==> src/rtl/alarm_ctrl.sv <==
// alarm_ctrl: stores and edits the alarm time, matches it against live time and runs the ring/snooze FSM.
// Optional macro ALARM_TONE_EN: gated square-wave buzzer tone; otherwise buzzer follows ring.
module alarm_ctrl #(
  parameter int TONE_DIV   = 25000,
  parameter int RING_SEC   = 60,
  parameter int SNOOZE_MIN = 5,
  parameter int MAX_SNOOZE = 3
) (
  input  logic       clk,
  input  logic       rst,
  input  logic       sec_tick,
  input  logic       min_tick,
  input  logic [3:0] cur_hh,
  input  logic [3:0] cur_hl,
  input  logic [3:0] cur_mh,
  input  logic [3:0] cur_ml,
  input  logic       alarm_on,
  input  logic       set_en,
  input  logic       set_field,
  input  logic       key_up,
  input  logic       key_down,
  input  logic       key_stop,
  input  logic       key_snooze,
  output logic [3:0] alm_hh,
  output logic [3:0] alm_hl,
  output logic [3:0] alm_mh,
  output logic [3:0] alm_ml,
  output logic       ring,
  output logic       buzzer,
  output logic [1:0] state
);

  typedef enum logic [1:0] {ST_IDLE = 2'd0, ST_RING = 2'd1, ST_SNOOZE = 2'd2} state_t;

  state_t     state_r, state_nx_s;
  logic [3:0] alm_hh_r, alm_hl_r, alm_mh_r, alm_ml_r;
  logic [7:0] ring_sec_r;
  logic [3:0] snooze_min_r;
  logic [2:0] uses_r;
  logic       ring_r, buzzer_r;
  logic       match_s, edit_s, force_idle_s;

  if (TONE_DIV < 1 || RING_SEC < 1 || RING_SEC > 255 || SNOOZE_MIN < 1 || SNOOZE_MIN > 15 ||
      MAX_SNOOZE < 1 || MAX_SNOOZE > 7) begin : g_param_chk
    $error("alarm_ctrl: parameter out of range");
  end

  // Hours step 00..23 with wrap; result is {tens, units}
  function automatic logic [7:0] hour_step(input logic [3:0] t, input logic [3:0] u, input logic up);
    logic [7:0] r;
    if (up) begin
      if (t == 4'd2 && u == 4'd3)  r = 8'h00;
      else if (u == 4'd9)          r = {t + 4'd1, 4'd0};
      else                         r = {t, u + 4'd1};
    end else begin
      if (t == 4'd0 && u == 4'd0)  r = 8'h23;
      else if (u == 4'd0)          r = {t - 4'd1, 4'd9};
      else                         r = {t, u - 4'd1};
    end
    return r;
  endfunction

  // Minutes step 00..59 with wrap; result is {tens, units}
  function automatic logic [7:0] min_step(input logic [3:0] t, input logic [3:0] u, input logic up);
    logic [7:0] r;
    if (up) begin
      if (t == 4'd5 && u == 4'd9)  r = 8'h00;
      else if (u == 4'd9)          r = {t + 4'd1, 4'd0};
      else                         r = {t, u + 4'd1};
    end else begin
      if (t == 4'd0 && u == 4'd0)  r = 8'h59;
      else if (u == 4'd0)          r = {t - 4'd1, 4'd9};
      else                         r = {t, u - 4'd1};
    end
    return r;
  endfunction

  assign edit_s       = set_en & (key_up ^ key_down);
  assign force_idle_s = ~alarm_on | set_en;
  assign match_s      = min_tick & alarm_on & ~set_en &
                        ({cur_hh, cur_hl, cur_mh, cur_ml} == {alm_hh_r, alm_hl_r, alm_mh_r, alm_ml_r});

  // Alarm-time register with digit-wise BCD editing
  always_ff @(posedge clk) begin
    if (rst) begin
      {alm_hh_r, alm_hl_r, alm_mh_r, alm_ml_r} <= 16'h0000;
    end else if (edit_s) begin
      if (set_field) {alm_mh_r, alm_ml_r} <= min_step(alm_mh_r, alm_ml_r, key_up);
      else           {alm_hh_r, alm_hl_r} <= hour_step(alm_hh_r, alm_hl_r, key_up);
    end
  end

  // Next-state decision; disable/edit overrides everything, stop beats snooze
  always_comb begin
    state_nx_s = state_r;
    if (force_idle_s) begin
      state_nx_s = ST_IDLE;
    end else begin
      case (state_r)
        ST_IDLE: begin
          if (match_s) state_nx_s = ST_RING;
          else         state_nx_s = ST_IDLE;
        end
        ST_RING: begin
          if (key_stop)
            state_nx_s = ST_IDLE;
          else if (key_snooze)
            state_nx_s = (uses_r < 3'(MAX_SNOOZE)) ? ST_SNOOZE : ST_IDLE;
          else if (sec_tick && ring_sec_r == 8'(RING_SEC - 1))
            state_nx_s = ST_IDLE;
          else
            state_nx_s = ST_RING;
        end
        ST_SNOOZE: begin
          if (key_stop)
            state_nx_s = ST_IDLE;
          else if (min_tick && snooze_min_r == 4'(SNOOZE_MIN - 1))
            state_nx_s = ST_RING;
          else
            state_nx_s = ST_SNOOZE;
        end
        default: state_nx_s = ST_IDLE;
      endcase
    end
  end

  // FSM state, ring output and per-state counters (cleared unless the state is held)
  always_ff @(posedge clk) begin
    if (rst) begin
      state_r      <= ST_IDLE;
      ring_r       <= 1'b0;
      ring_sec_r   <= 8'd0;
      snooze_min_r <= 4'd0;
      uses_r       <= 3'd0;
    end else begin
      state_r <= state_nx_s;
      ring_r  <= (state_nx_s == ST_RING);
      if (state_r == ST_RING && state_nx_s == ST_RING) ring_sec_r <= ring_sec_r + {7'd0, sec_tick};
      else                                             ring_sec_r <= 8'd0;
      if (state_r == ST_SNOOZE && state_nx_s == ST_SNOOZE) snooze_min_r <= snooze_min_r + {3'd0, min_tick};
      else                                                 snooze_min_r <= 4'd0;
      if (state_r == ST_IDLE && state_nx_s == ST_RING)        uses_r <= 3'd0;
      else if (state_r == ST_RING && state_nx_s == ST_SNOOZE) uses_r <= uses_r + 3'd1;
    end
  end

`ifdef ALARM_TONE_EN
  localparam int TW = (TONE_DIV > 1) ? $clog2(TONE_DIV) : 1;
  logic [TW-1:0] tone_cnt_r;
  logic          tone_r, phase_r, tone_wrap_s, tone_nx_s, phase_nx_s;

  assign tone_wrap_s = (tone_cnt_r == TW'(TONE_DIV - 1));
  assign tone_nx_s   = tone_wrap_s ? ~tone_r : tone_r;
  assign phase_nx_s  = sec_tick ? ~phase_r : phase_r;

  // Tone divider and second phase run only while RING is held; phase 0 (even second) is audible
  always_ff @(posedge clk) begin
    if (rst || state_r != ST_RING || state_nx_s != ST_RING) begin
      tone_cnt_r <= '0;
      tone_r     <= 1'b0;
      phase_r    <= 1'b0;
      buzzer_r   <= 1'b0;
    end else begin
      tone_cnt_r <= tone_wrap_s ? '0 : tone_cnt_r + TW'(1);
      tone_r     <= tone_nx_s;
      phase_r    <= phase_nx_s;
      buzzer_r   <= tone_nx_s & ~phase_nx_s;
    end
  end
`else
  // Plain buzzer follows the ring state
  always_ff @(posedge clk) begin
    if (rst) buzzer_r <= 1'b0;
    else     buzzer_r <= (state_nx_s == ST_RING);
  end
`endif

  assign alm_hh = alm_hh_r;
  assign alm_hl = alm_hl_r;
  assign alm_mh = alm_mh_r;
  assign alm_ml = alm_ml_r;
  assign ring   = ring_r;
  assign buzzer = buzzer_r;
  assign state  = state_r;

endmodule

==> config.mk <==
export PLATFORM = sky130hd
export DESIGN_NAME = alarm_ctrl
export DESIGN_NICKNAME = d
export VERILOG_FILES = /design/src/rtl/alarm_ctrl.sv
export SDC_FILE = /design/constraint.sdc
export NUM_CORES = 1
export LEC_CHECK = 0
export CAP_MARGIN = 20
export CORE_MARGIN = 10
export CORE_UTILIZATION = 35
export DETAILED_ROUTE_END_ITERATION = 10
export HOLD_SLACK_MARGIN = 0.08
export SLEW_MARGIN = 20
export SYNTH_ARGS = -nofsm -noshare
export SYNTH_HDL_FRONTEND = slang
export SYNTH_SLANG_ARGS = --single-unit
==> constraint.sdc <==
create_clock -name clk -period 2.9 [get_ports clk]
set_clock_uncertainty 0.1 [all_clocks]
set_input_delay 0.29 -clock clk [delete_from_list [all_inputs] [get_ports clk]]
set_output_delay 0.29 -clock clk [all_outputs]
set_load 0.02 [all_outputs]
==> impl_metrics.py <==
metrics = {
    "job": {
        "maxCapViolations": 0,
    },
    "sta": {
        "hold-worst-slack_ps": 429.9,
        "finalCritPeriodShare_pct": 74.09,
        "drv_slew": 0,
        "hold_viol_final": 0,
        "setup_violations": 0,
        "setup-tns-final_ps": 0,
        "relSlewSlack_pct": 67.56,
        "min_period_ps": 2148,
        "timing.final.ws_setup_ps": 751.5,
        "worst_pin_slew_ps": 484.8,
        "max_freq_ghz": 0.4654,
        "rsz0062_at_grt": "false",
    },
    "clock_network": {
        "clock_path_buffers": 2,
        "numCtsBuffers": 5,
        "cts_setup_buffers": 0,
        "ctsResizeCount": 0,
        "clkLatencyLatePin_ps": 290,
        "cts_tree": "yes",
        "cts_sinks": 34,
        "cts_hold_buf": 0,
        "clkSlewWorstSetupHoldPaths_ps": 80,
        "root_buffer": "clkbuf_8",
        "h-tree-depth": 2,
    },
    "final_layout": {
        "drive_gt1_share_pct": 5.775,
        "final_nets": 373,
        "area_growth_pct": 26.18,
        "diodes": 0,
        "fillerInstances": 652,
        "finalInstanceArea_um2": 3009,
    },
    "synth": {
        "synth.most_common_cell": "dfxtp_1",
        "synth_top_area_cell": "dfxtp_1",
        "synth_warnings": 0,
        "synthCells": 290,
        "syn_avg_cell_area_um2": 8.223,
        "seq_area_frac_synth_pct": 28.54,
        "yosysTopAreaCellShare_pct": 28.54,
        "synth_common_cells": "dfxtp_1 (34), nor2_1 (25), xor2_1 (22)",
        "ys_ff_latch": 34,
        "synth_edf_count": 0,
        "yosys-top-cells-area": "dfxtp_1 (29%), ha_1 (9.4%), xor2_1 (8.1%)",
        "yosysUniqueCellTypes": 56,
        "ys_async_sr_fraction_pct": 0,
        "netlist_area_um2": 2385,
        "ys.flop_type": "dfxtp_1",
        "syn-num-nets": 335,
    },
    "floorplanning": {
        "io_pins": 47,
        "die_h_um": 102.5,
        "core_um2": 6719,
        "die_x_um": 102.5,
        "rows": 30,
        "start_util_pct": 35.49,
        "dieArea_um2": 10520,
    },
    "placed_design": {
        "placed_area_um2": 2872,
        "pre_cts_slack_ps": 501.6,
        "gp_congestion": 0.8981,
        "hpwl_um": 4543,
        "portBuffers": 46,
    },
    "critical_path": {
        "cpMostUsedCell": "a211oi_1",
        "cp-end-kind": "flip-flop",
        "crit_chain": "inv_1 -> ha_1 -> and4bb_2 -> a31o_2 -> o21ai_1 -> a211oi_1 -> a211oi_1",
        "cp_max_fo": 9,
        "crit_path_top_delay_cell": "dfxtp_1",
        "crit_required_ps": 3010,
        "critPathMaxStageDelay_ps": 520,
        "cp.arrival_ps": 2260,
        "cp-start-kind": "flip-flop",
        "worstSetupPathType": "reg2reg",
    },
    "routing": {
        "remaining_drc_errors": 0,
        "vias": 2130,
        "wl_met2_um": 2746,
        "highest_layer": "met4",
        "wl_um": 5870,
        "via_per_inst": 5.208,
        "firstDrtPassIters": 4,
        "ant_nets": 0,
        "post_drt_wl_per_cell_um": 14.35,
        "wl_met3_um": 401,
        "wl_met1_um": 2664,
        "drtIter0Drc": 64,
    },
    "global_route": {
        "grt_usage_pct": 11.56,
        "grt_pass1_wl_um": 9853,
        "globalRoute.totalOverflow": 0,
        "grt_max_degree": 21,
        "grt_pass1_vias": 2117,
        "antenna_found_initial": 0,
    },
    "min_path": {
        "hold_class": "reg2reg",
    },
    "outcome": {
        "outcome": "complete, no violations",
    },
    "power": {
        "p_total_uw": 1211,
        "p_leak_uw": 0.001097,
        "power_per_cell_area_nw_per_um2": 402.6,
        "ir_worst_vdd_v": 0.0002055,
    },
}
[cell families after synthesis]
logic type                 synth area share, %
AOI/OAI and AO/OA                        16.53
xor gates and xnor gates                 11.39
adders and majority gates                9.444
buffers and inverters                    6.873
DFF                                      28.54
muxes                                    1.679
and+or+nand+nor                          25.55
[state kept, by name, indices dropped and copies added (netlist names)]
signal        cells
ring_sec_r        8
alm_hh            4
alm_hl            4
alm_mh            4
alm_ml            4
snooze_min_r      4
uses_r            3
state             2
buzzer            1
[area by class of cell]
type                            count  area (um2)  area share, %
Inverter                           16       60.06          1.996
Clock buffer                        5       68.82          2.287
Timing Repair Buffer               50       490.5          16.30
Tap cell                           80       100.1          3.326
Sequential cell                    34       680.7          22.62
Clock inverter                      3       68.82          2.287
Multi-Input combinational cell    221        1540          51.19
[through the flow]
stage,cells,utilization (%)
final,409,44.79
after global routing,409,44.79
after CTS,409,44.79
after detailed placement,401,42.74
after global placement,401,42.74
after floorplan,290,-
[report_power, final]
part | leakage, uW | total [uW] | switching [uW] | internal, uW
Clock | 0.0000683 | 535 | 191 | 345
Combinational | 0.000754 | 183 | 88.9 | 94.1
Sequential | 0.000275 | 493 | 19.3 | 474
Total | 0.00110 | 1210 | 299 | 912
[cell usage in the layout, fill, tap and decap left out, drive strengths merged, types with 2 or more instances in the layout]
cell type,n
a32oi,2
mux2i,4
a21oi,15
buf,4
clkdlybuf4s50,46
a211oi,6
xnor2,9
nand2,14
o32ai,2
a22oi,2
inv,16
nand3,12
nand4,2
a21o,2
nor3,16
nor2b,5
o22ai,2
o21ai,11
xor2,22
or3b,2
dfxtp,34
bufinv,2
ha,18
a311oi,2
and2,3
and3,2
or3,2
nor2,26
nor4,15
clkbuf,5
a221o,3
nand2b,4
[layer usage]
layer | track usage [%] | vias to the layer above
met5 | 0 | -
met2 | 19.14 | 35
li1 | - | 1111
met4 | 3.254 | 0
met1 | 13.50 | 978
met3 | 4.558 | 6
[critical path: cells and delay by family (launching register included)]
kind	cells	cell delay (ps)
AO/OA/AOI/OAI	4	900
adder cells (fa/ha/maj)	1	210
buffers and inverters	1	110
flip-flops	1	520
AND/OR/NAND/NOR	1	230
[final timing paths]
check / startpoint / endpoint / slack, ps / cells after the start
min: uses_r[2]$_SDFFE_PP0P_ / uses_r[2]$_SDFFE_PP0P_ / 430 / 2
max: alm_hh[0]$_SDFFE_PP0P_ / alm_hh[1]$_SDFFE_PP0P_ / 750 / 7
min reg2reg: uses_r[2]$_SDFFE_PP0P_ / uses_r[2]$_SDFFE_PP0P_ / 430 / 2
max reg2reg: alm_hh[0]$_SDFFE_PP0P_ / alm_hh[1]$_SDFFE_PP0P_ / 750 / 7
(Power assumes the default switching activity.)
